`config.mk`:
```
export PLATFORM = sky130hd
export DESIGN_NAME = time_sync_rx
export DESIGN_NICKNAME = d
export VERILOG_FILES = /design/src/rtl/time_sync_rx_pkg.sv /design/src/rtl/time_sync_rx_sat_counter.sv /design/src/rtl/time_sync_rx.sv
export SDC_FILE = /design/constraint.sdc
export NUM_CORES = 1
export LEC_CHECK = 0
export ABC_AREA = 1
export CAP_MARGIN = 20
export CORE_ASPECT_RATIO = 0.8
export CORE_MARGIN = 2
export CORE_UTILIZATION = 30
export CTS_CLUSTER_DIAMETER = 50
export DETAILED_ROUTE_END_ITERATION = 16
export GPL_TIMING_DRIVEN = 0
export SETUP_SLACK_MARGIN = 0.05
export SLEW_MARGIN = 20
export SYNTH_ARGS = -nofsm -noshare
export SYNTH_HDL_FRONTEND = slang
export SYNTH_SLANG_ARGS = --single-unit
```
`constraint.sdc`:
```
create_clock -name clk -period 2.7 [get_ports clk]
set_input_delay 0.54 -clock clk [delete_from_list [all_inputs] [get_ports clk]]
set_output_delay 0.54 -clock clk [all_outputs]
set_load 0.05 [all_outputs]
```
`src/rtl/time_sync_rx_pkg.sv`:
```
// Shared packet-header constants and receiver types for the time-sync stream.
package time_sync_rx_pkg;

    // Header layout: {seqno, type, TTL}
    localparam int unsigned PKH_TYPE_WIDTH = 4;
    localparam int unsigned PKH_TTL_WIDTH  = 4;

    localparam logic [PKH_TYPE_WIDTH-1:0] PKTYPE_TIME     = 4'h1;
    localparam logic [PKH_TYPE_WIDTH-1:0] PKTYPE_MON      = 4'h2;
    localparam logic [PKH_TTL_WIDTH-1:0]  PKH_INITIAL_TTL = 4'h7;

    typedef enum logic [1:0] {
        ST_HEADER  = 2'd0,
        ST_COLLECT = 2'd1,
        ST_DISCARD = 2'd2
    } rx_state_e;

    typedef enum logic [1:0] {
        EV_NONE     = 2'd0,
        EV_ACCEPT   = 2'd1,
        EV_CSUM_ERR = 2'd2,
        EV_LEN_ERR  = 2'd3
    } rx_event_e;

endpackage

```
`src/rtl/time_sync_rx_sat_counter.sv`:
```
// Saturating event counter: holds at all-ones instead of wrapping.
module sat_counter #(
    parameter int unsigned COUNT_WIDTH = 16
) (
    input  logic                   clk,
    input  logic                   resetN,
    input  logic                   inc,
    output logic [COUNT_WIDTH-1:0] count
);

    logic [COUNT_WIDTH-1:0] count_q;
    logic [COUNT_WIDTH-1:0] count_d;

    // Increment unless already saturated
    always_comb begin
        count_d = count_q;
        if (inc && (count_q != '1)) begin
            count_d = count_q + COUNT_WIDTH'(1);
        end
    end

    // Count register
    always_ff @(posedge clk or negedge resetN) begin
        if (!resetN) begin
            count_q <= '0;
        end else begin
            count_q <= count_d;
        end
    end

    assign count = count_q;

endmodule

```
`src/rtl/time_sync_rx.sv`:
```
// Time-sync packet receiver: parses, validates and publishes 64-bit time plus health status.
module time_sync_rx
    import time_sync_rx_pkg::*;
#(
    parameter int unsigned  AXI_WIDTH       = 16,
    parameter int unsigned  TIMESTAMP_WIDTH = 64,
    parameter int unsigned  TIMEOUT_CYCLES  = 125000000,
    parameter int unsigned  COUNT_WIDTH     = 16,
    parameter string        DEBUG           = "false",
    localparam int unsigned SEQ_W           = AXI_WIDTH - (PKH_TYPE_WIDTH + PKH_TTL_WIDTH)
) (
    input  logic                       clk,
    input  logic                       resetN,
    input  logic [AXI_WIDTH-1:0]       incomingTDATA,
    input  logic                       incomingTVALID,
    input  logic                       incomingTLAST,
    output logic [TIMESTAMP_WIDTH-1:0] timestamp,
    output logic                       timestampValid,
    output logic                       secondsMarkerToggle,
    output logic                       synced,
    output logic [SEQ_W-1:0]           lastSeqno,
    output logic [COUNT_WIDTH-1:0]     goodCount,
    output logic [COUNT_WIDTH-1:0]     checksumErrCount,
    output logic [COUNT_WIDTH-1:0]     lengthErrCount,
    output logic [COUNT_WIDTH-1:0]     seqGapCount
);

    localparam int unsigned PKT_WORDS = 6;
    localparam int unsigned IDX_W     = 3;
    localparam int unsigned HDR_LO_W  = PKH_TYPE_WIDTH + PKH_TTL_WIDTH;
    localparam int unsigned WD_W      = $clog2(TIMEOUT_CYCLES + 1);
    localparam logic [IDX_W-1:0] LAST_IDX = IDX_W'(PKT_WORDS - 1);

    rx_state_e                state_q, state_d;
    rx_event_e                evt_c;
    logic [IDX_W-1:0]         idx_q, idx_d;
    logic [AXI_WIDTH-1:0]     sum_q, sum_d;
    logic [TIMESTAMP_WIDTH-1:0] hold_q, hold_d;
    logic [SEQ_W-1:0]         seq_hdr_q, seq_hdr_d;

    logic [TIMESTAMP_WIDTH-1:0] timestamp_q;
    logic                     ts_valid_q;
    logic                     toggle_q;
    logic                     synced_q;
    logic [WD_W-1:0]          wd_q;
    logic [SEQ_W-1:0]         last_seq_q;
    logic                     seq_track_q;

    logic [PKH_TYPE_WIDTH-1:0] hdr_type_c;
    logic [SEQ_W-1:0]         hdr_seq_c;
    logic                     hdr_is_time_c;
    logic                     gap_c;

    assign hdr_type_c    = incomingTDATA[HDR_LO_W-1 -: PKH_TYPE_WIDTH];
    assign hdr_seq_c     = incomingTDATA[AXI_WIDTH-1 -: SEQ_W];
    assign hdr_is_time_c = (hdr_type_c == PKTYPE_TIME);

    // FSM state register
    always_ff @(posedge clk or negedge resetN) begin
        if (!resetN) begin
            state_q <= ST_HEADER;
        end else begin
            state_q <= state_d;
        end
    end

    // FSM next state; advances only on valid beats
    always_comb begin
        state_d = state_q;
        if (incomingTVALID) begin
            case (state_q)
                ST_HEADER: begin
                    if (incomingTLAST)      state_d = ST_HEADER;
                    else if (hdr_is_time_c) state_d = ST_COLLECT;
                    else                    state_d = ST_DISCARD;
                end
                ST_COLLECT: begin
                    if (incomingTLAST)          state_d = ST_HEADER;
                    else if (idx_q == LAST_IDX) state_d = ST_DISCARD;
                end
                ST_DISCARD: begin
                    if (incomingTLAST) state_d = ST_HEADER;
                end
                default: state_d = ST_HEADER;
            endcase
        end
    end

    // FSM outputs: payload capture, running checksum and per-packet verdict
    always_comb begin
        idx_d     = idx_q;
        sum_d     = sum_q;
        hold_d    = hold_q;
        seq_hdr_d = seq_hdr_q;
        evt_c     = EV_NONE;
        if (incomingTVALID) begin
            case (state_q)
                ST_HEADER: begin
                    if (hdr_is_time_c) begin
                        idx_d     = IDX_W'(1);
                        sum_d     = incomingTDATA;
                        seq_hdr_d = hdr_seq_c;
                        if (incomingTLAST) evt_c = EV_LEN_ERR;
                    end
                end
                ST_COLLECT: begin
                    if (idx_q == LAST_IDX) begin
                        if (!incomingTLAST)              evt_c = EV_LEN_ERR;
                        else if (incomingTDATA == sum_q) evt_c = EV_ACCEPT;
                        else                             evt_c = EV_CSUM_ERR;
                    end else begin
                        hold_d = {hold_q[TIMESTAMP_WIDTH-AXI_WIDTH-1:0], incomingTDATA};
                        sum_d  = sum_q + incomingTDATA;
                        idx_d  = idx_q + IDX_W'(1);
                        if (incomingTLAST) evt_c = EV_LEN_ERR;
                    end
                end
                default: ;
            endcase
        end
    end

    // Packet collection registers
    always_ff @(posedge clk or negedge resetN) begin
        if (!resetN) begin
            idx_q     <= '0;
            sum_q     <= '0;
            hold_q    <= '0;
            seq_hdr_q <= '0;
        end else begin
            idx_q     <= idx_d;
            sum_q     <= sum_d;
            hold_q    <= hold_d;
            seq_hdr_q <= seq_hdr_d;
        end
    end

    // Published time, marker toggle and sync watchdog; acceptance outranks expiry
    always_ff @(posedge clk or negedge resetN) begin
        if (!resetN) begin
            timestamp_q <= '0;
            ts_valid_q  <= 1'b0;
            toggle_q    <= 1'b0;
            synced_q    <= 1'b0;
            wd_q        <= '0;
            last_seq_q  <= '0;
            seq_track_q <= 1'b0;
        end else begin
            ts_valid_q <= 1'b0;
            if (evt_c == EV_ACCEPT) begin
                timestamp_q <= hold_q;
                ts_valid_q  <= 1'b1;
                toggle_q    <= ~toggle_q;
                synced_q    <= 1'b1;
                wd_q        <= WD_W'(TIMEOUT_CYCLES);
                last_seq_q  <= seq_hdr_q;
                seq_track_q <= 1'b1;
            end else if (synced_q) begin
                wd_q <= wd_q - WD_W'(1);
                if (wd_q == WD_W'(1)) begin
                    synced_q    <= 1'b0;
                    seq_track_q <= 1'b0;
                end
            end
        end
    end

    assign gap_c = (evt_c == EV_ACCEPT) && seq_track_q && (seq_hdr_q != last_seq_q + SEQ_W'(1));

    sat_counter #(.COUNT_WIDTH(COUNT_WIDTH)) u_good_cnt (
        .clk(clk), .resetN(resetN), .inc(evt_c == EV_ACCEPT), .count(goodCount)
    );
    sat_counter #(.COUNT_WIDTH(COUNT_WIDTH)) u_csum_cnt (
        .clk(clk), .resetN(resetN), .inc(evt_c == EV_CSUM_ERR), .count(checksumErrCount)
    );
    sat_counter #(.COUNT_WIDTH(COUNT_WIDTH)) u_len_cnt (
        .clk(clk), .resetN(resetN), .inc(evt_c == EV_LEN_ERR), .count(lengthErrCount)
    );
    sat_counter #(.COUNT_WIDTH(COUNT_WIDTH)) u_gap_cnt (
        .clk(clk), .resetN(resetN), .inc(gap_c), .count(seqGapCount)
    );

    // Optional observation copies of the stream for on-chip debug
    if (DEBUG == "true") begin : g_debug
        (* mark_debug = "true" *) logic [AXI_WIDTH-1:0] dbg_tdata;
        (* mark_debug = "true" *) logic                 dbg_tvalid;
        (* mark_debug = "true" *) logic                 dbg_tlast;
        assign dbg_tdata  = incomingTDATA;
        assign dbg_tvalid = incomingTVALID;
        assign dbg_tlast  = incomingTLAST;
    end

    assign timestamp           = timestamp_q;
    assign timestampValid      = ts_valid_q;
    assign secondsMarkerToggle = toggle_q;
    assign synced              = synced_q;
    assign lastSeqno           = last_seq_q;

endmodule

```
==> results.md, run 1 <==
- Max Transition Viols Final: 0
- Post-synth top area cell: dfrtp_1
- Period minus WS final: between 2 and 3 ns
- Final RePlAce weighted congestion: between 0.8 and 0.9
- Fmax: 390.0 MHz
- Commonest non-fill, non-tap cell in the layout: nand2_1
- Clock sinks: 260
- Hold-fix buffers at CTS: 0
- Num CTS Buffers: 39
- Post-synthesis adder-cell area fraction: under 10%
- Critical Path AT: 2.97 ns
- GRT Residual Overflow: 0
- Worst r2r path cells: 11
- Nets: about 1800
- Crit Reg-Reg Endpoint: lastSeqno[4]
- M2 GR Usage: a little under a quarter
- Leak Pwr: about 0.0076 uW
- Final Hold Slack: between 0.02 and 0.03 ns
- Die Span Y: roughly 190 um
- First-pass GRT wire length: approximately 57000 um
- Proportion of synthesized area in mux cells: 0%
- Setup TNS: 0 ns
- R2R setup slack: between 0.3 and 0.4 ns
- Commonest non-fill, non-tap cells in the layout: nand2_1 (425), dfrtp_1 (260), inv_1 (182)
- Worst Skew: 0.02039 ns
- Layout cells sized above 1: about a tenth
- Complex-gate fraction of the synthesized area: just under 10%
- Initial Util: 30.26%
- Largest family of logic cells by synthesized area: simple AND/OR/NAND/NOR gates
- Crit path launch type: primary input
- Core footprint: 42970 um^2
- Dominant synthesized flop cell: dfrtp_1
- Area growth syn-to-layout: 29.38%
- Synth top area share: around 50%
- Yosys reg bits: 260
- Drt drc: 0
- I/O pin count: 159
- DRT Pass-1 Iters: 5
- Largest net degree at the start of global routing: 91
- Antenna Nets Post-Route: 0
- Synth Warn #: 0
- Root Buffer: clkbuf_16
- Max-Cap Viols: 0
- Ys async rst share: 100.0%
- Reg2reg start: sum_q[8]
- Ranking of synthesized cells by area: dfrtp_1 (50%), nand2_1 (12%), inv_1 (5.3%)
- Cell count after synthesis: 1556
- DP HPWL: 26360 um
- Setup repair after global routing missed its margin: true
- Distinct cells, synth: 49
- Crit-path max FO: 10
- # setup viols final: 0
- Antenna violations before repair: 2
- Total power: 16200 uW
- Drt first-iter violations: roughly 700
- H-tree depth: 2
- Row cnt: slightly below 70
- CTS tree: done
- Post-Syn Area: 13000 um^2
- Design area: approximately 17000 um^2
- IO Port Bufs: 157
- Post-synthesis area per instance: around 8.4 um^2
- Total GRT Usage: about 16%
- Skew-Pair Late Insertion Delay: 0.53 ns
- Kind of critical path: primary input to register
- Post-synth EDFFs: 0
- Pin slew with the least headroom to its limit: about 0.69 ns
- Relative slew slack: a little over half
- Critical Path Sink Type: register
- Final non-filler cell total: approximately 2400
- Vias/cell: roughly 4.6
- Critical Path RT: 3.11 ns
- Area after DPL: about 15000 um^2
- WL final: roughly 36000 um
- Die ar.: ~45000 um^2
- Seq/Total Area, Yosys: roughly 50%
- Clock Pin Slew Worst Setup and Hold Paths: ~0.04 ns
- GRT met1 Usage: between 20% and 30%
- WL/cell: 15.15 um
- Placed Instances: around 2300
- Grt peak-use layer: met2
- Pwr Density: just under 1000 nW/um^2
- Vias after detailed routing: around 11000
- Hold violation count in the final report: 0
- Final period util: between 90% and 100%
- Status: complete, no violations
- XOR/XNOR Fraction of Synth Area: 5.592%
- Vias in the first global route: approximately 10000
- Chip width: 236.7 um
- Max VDD drop: around 0.5 mV
- Max Buffers Root-to-Sink: 3
- Simple-gate portion of the synthesized area: 24.28%
- Mapped Nets: approximately 1600
- Worst min-delay path class: primary input to asynchronous set/reset pin
- Grt met3 use: approximately 3.2%
==> cells in the mapped netlist (20+ instances only) <==
cell type / number
o21ai_0: 89
xor2_1: 46
nand2_1: 425
nand4_1: 34
nand3_1: 73
buf_2: 20
nor2_1: 91
nor3_1: 32
ha_1: 24
xnor2_1: 37
o21ai_1: 88
dfrtp_1: 260
a21oi_1: 27
inv_1: 182
==> what timing repair did <==
item | 4_1_cts | 5_1_grt
setup buffers | 2 | 2
setup endpoints to repair | 133 | 104
pin swaps | 0 | 2
resized for setup | 3 | 16
==> layout make-up <==
cell class / instances / area [um^2]
Antenna cell: 1 / 2.502
Buffer: 45 / 286.5
Clock buffer: 51 / 1111
Clock inverter: 20 / 270.3
Fill cell: 4270 / 26150
Inverter: 196 / 738.2
Multi-Input combinational cell: 1054 / 5535
Sequential cell: 260 / 6506
Tap cell: 560 / 700.7
Timing Repair Buffer: 163 / 1669
==> metal layers <==
layer  part of all wire, %  wire (um)  vias up
met1                    49      17340     5213
li1                      -          -     5427
met2                    44      15610      200
met3                   4.7       1663       65
met4                   2.7        970        2
met5                 0.031         11        -
==> critical path, stage by stage <==
cell and delay (ns):
clkdlybuf4s50_1 0.64, ha_4 0.27, nor2_1 0.11, nand2_1 0.10, nor2_2 0.20, nand3_2 0.13, a21oi_4 0.19, nand4_4 0.21
buf_6 0.23, buf_2 0.21, nand2_1 0.09, nand2_1 0.05
==> through the flow <==
stage / worst slack, ns / utilization [%]
2_1_floorplan: 0.5118 / -
3_3_place_gp: -10.42 / 35.54
3_5_place_dp: -0.7606 / 35.68
4_1_cts: 0.07968 / 38.93
5_1_grt: 0.01812 / 39.15
6_report: 0.1362 / 39.15
==> worst max path at each step <==
stage                           startpoint                  to  slack (ns)  cells after the start
after floorplan           incomingTDATA[9]        lastSeqno[4]        0.51                     11
after global placement              resetN        timestamp[9]      -10.42                      1
after detailed placement  incomingTDATA[8]             wd_q[5]       -0.76                     12
after CTS                 incomingTDATA[6]        lastSeqno[4]        0.08                     12
after global routing      incomingTDATA[6]  u_gap_cnt.count[0]        0.02                     13
final                     incomingTDATA[6]        lastSeqno[4]        0.14                     12
==> cell families (layout without fill, tap and decap cells) <==
group | after synthesis | in the layout
AOI/OAI and AO/OA | 234 | 234
adders and majority gates | 25 | 25
xor gates and xnor gates | 83 | 83
other | 0 | 1
and+or+nand+nor | 712 | 712
buffers and inverters | 242 | 475
DFF | 260 | 260
==> power breakdown <==
group	internal, uW	switching [uW]
clock	3410	1910
combinational	1730	3330
sequential	5000	816
total	10100	6060
==> registers in the layout, summed over array words and instances, names as in the netlist <==
signal               count
secondsMarkerToggle      1
timestampValid           1
idx_q                    3
u_good_cnt.count        16
synced                   1
u_len_cnt.count         16
hold_q                  64
seq_track_q              1
u_csum_cnt.count        16
state_q                  2
wd_q                    27
timestamp               64
lastSeqno                8
seq_hdr_q                8
u_gap_cnt.count         16
sum_q                   16
(Power assumes the default switching activity.)
==> run 2, diff against run 1 <==
Settings changed: GPL_TIMING_DRIVEN 0 to not set.
==> run 2 against run 1 <==
  * Die area is the same
  * Highest routed layer unchanged
  * Power shrank 1.1%
  * Hold slack gained 0.45 ns
  * Core utilization grew 0.28 points
  * Clock skew grew 0.0034 ns
  * Sequential share of layout area shrank 0.28 points
  * Clock power shrank 5.1%
  * First-iteration DRC count shrank 7.7%
  * Count of clock-buffer cells in the layout shrank 3
  * Global-route usage shrank 0.46 points
==> results.md, run 2 (synthesis gave the netlist of run 1 again) <==
- Status: complete, no violations
- Core footprint: about 43000 um^2
- Final RePlAce weighted congestion: around 0.87
- WP buf/inv: 1
- Layout cells sized above 1: between 10% and 20%
- Post-CTS setup buffer count: 0
- Critical Path RT: 2.16 ns
- Vias in the first global route: about 11000
- Final period util: between 90% and 100%
- Vias after detailed routing: about 11000
- Kind of critical path: register to output port
- Commonest non-fill, non-tap cells in the layout: nand2_1 (425), dfrtp_1 (260), inv_1 (182)
- Crit path cell chain: clkdlybuf4s50_1
- Critical Path AT: 2.04 ns
- Clock Pin Slew Worst Setup and Hold Paths: 0.06 ns
- Worst Skew: around 0.024 ns
- Final Hold Slack: 0.4786 ns
- Clock sinks: 260
- H-tree depth: 2
- Max-Cap Viols: 0
- Vias/cell: 4.610
- Total GRT Usage: between 10% and 20%
- Largest net degree at the start of global routing: 73
- Sequential power share: between 30% and 40%
- WL/cell: around 14 um
- Pin slew with the least headroom to its limit: approximately 0.65 ns
- Comb pwr share: roughly a third
- Max VDD drop: 0.4496 mV
- Setup TNS: 0 ns
- Pwr Density: between 900 and 1000 nW/um^2
- Max Buffers Root-to-Sink: 3
- Clock network fraction of design power: a little under a third
- Area growth syn-to-layout: 30.32%
- Top cell family by delay on the critical path: buffers and inverters
- Crit-path max FO: 11
- GRT Residual Overflow: 0
- Max stage delay on crit path: ~0.92 ns
- DRT Pass-1 Iters: 6
- Skew-Pair Late Insertion Delay: 0.54 ns
- Max Transition Viols Final: 0
- Antenna violations before repair: 2
- CTS tree: done
- Root Buffer: clkbuf_16
- Die ar.: 45020 um^2
- Switching share of power: about two fifths
- Die Span Y: 190.2 um
- Slowest stage cell, crit path: clkdlybuf4s50_1
- IO Port Bufs: around 160
- Sequential cell area: approximately 6500 um^2
- # setup viols final: 0
- Worst min-delay path class: register to register
- Fmax: between 300 and 400 MHz
- Hold violation count in the final report: 0
- Switching power: 6149 uW
- First-pass GRT wire length: around 56000 um
- Antenna Nets Post-Route: 0
- WL final: 34050 um
- Initial Util: 30.26%
- FILL cells: 4327
- Chip width: 236.7 um
- Area used by multi-input combinational logic: around 5500 um^2
- Crit path launch type: register
- Setup repair after global routing missed its margin: false
- Drt drc: 0
- Relative slew slack: roughly 57%
- Diodes inserted: 0
- Row cnt: between 60 and 70
- Num CTS Buffers: 40
- Leak Pwr: around 0.0077 uW
- Pint: 9864 uW
- Drt first-iter violations: between 600 and 700
- Critical Path Sink Type: output port
- Commonest non-fill, non-tap cell in the layout: nand2_1
- Period minus WS final: ~2.6 ns
- DP HPWL: approximately 25000 um
- Nets: about 1800
- I/O pin count: 159
-- run 2: cell count changes in the layout (fill, tap and decap cells not counted), sizes merged --
cell and change:
clkdlybuf4s50 +7, dlygate4sd2 -2, bufinv -3, dlymetal6s2s -4
dlygate4sd3 +1, clkinv +2, buf +24, clkinvlp +1
inv +2, clkbuf -15, diode -1
-- run 2: worst reg2reg max path, stage by stage (launching register included) --
cell	delay, ns
dfrtp_1	0.38
ha_1	0.30
nor2_1	0.13
nand2_1	0.08
nor2_1	0.21
nand3_2	0.14
a21oi_4	0.19
nand4_4	0.16
buf_12	0.22
buf_4	0.21
nand2_1	0.07
o21ai_1	0.06
-- run 2: timing repair --
action,in CTS,in global routing
gates resized for setup,0,0
hold buffers,1,0
hold endpoints to repair,48,0
-- run 2: worst paths after layout --
path                       slack, ns  cells past startpoint           startpoint                   to
setup / recovery                0.12                      1               synced               synced
hold / removal                  0.48                      1  secondsMarkerToggle  secondsMarkerToggle
setup reg to reg                0.46                     11             sum_q[7]        timestamp[29]
hold reg to reg                 0.48                      1  secondsMarkerToggle  secondsMarkerToggle
max in group asynchronous       1.48                      3               resetN             sum_q[9]
min in group asynchronous       0.52                      2               resetN  u_gap_cnt.count[11]
-- run 2: layer usage --
metal | wire length [um] | track usage [%]
met5 | 30 | 0
met1 | 16570 | 22.12
met2 | 14870 | 23.30
met4 | 731 | 4.114
met3 | 1850 | 3.265
-- run 2: per-stage QoR --
step	worst slack [ns]	util (%)	cells	area [um^2]	power, uW
3_3_place_gp	-0.2184	36.38	2291	15630	10960
6_report	0.1232	39.43	2362	16940	16010
2_1_floorplan	0.5118	-	1556	13000	9084
5_1_grt	0.05250	39.43	2362	16940	16950
3_5_place_dp	-0.2487	36.38	2291	15630	11050
4_1_cts	0.1028	39.43	2362	16940	16210
-- run 2: final cells by class --
type,count,area share [%]
inverters,196,4.357
flip-flops and latches,260,38.40
repair buffers,222,13.10
multi-input cells,1054,32.32
well taps,560,4.136
clock buffers,48,6.270
clock inverters,22,1.411
-- run 2: power by group through the flow --
stage          logic (uW)  clock network (uW)  registers, uW
2_1_floorplan        1960                   0           7120
3_3_place_gp         5100                   0           5860
4_1_cts              5210                5190           5820
6_report             5160                5050           5810
5_1_grt              5650                5360           5950
3_5_place_dp         5180                   0           5870
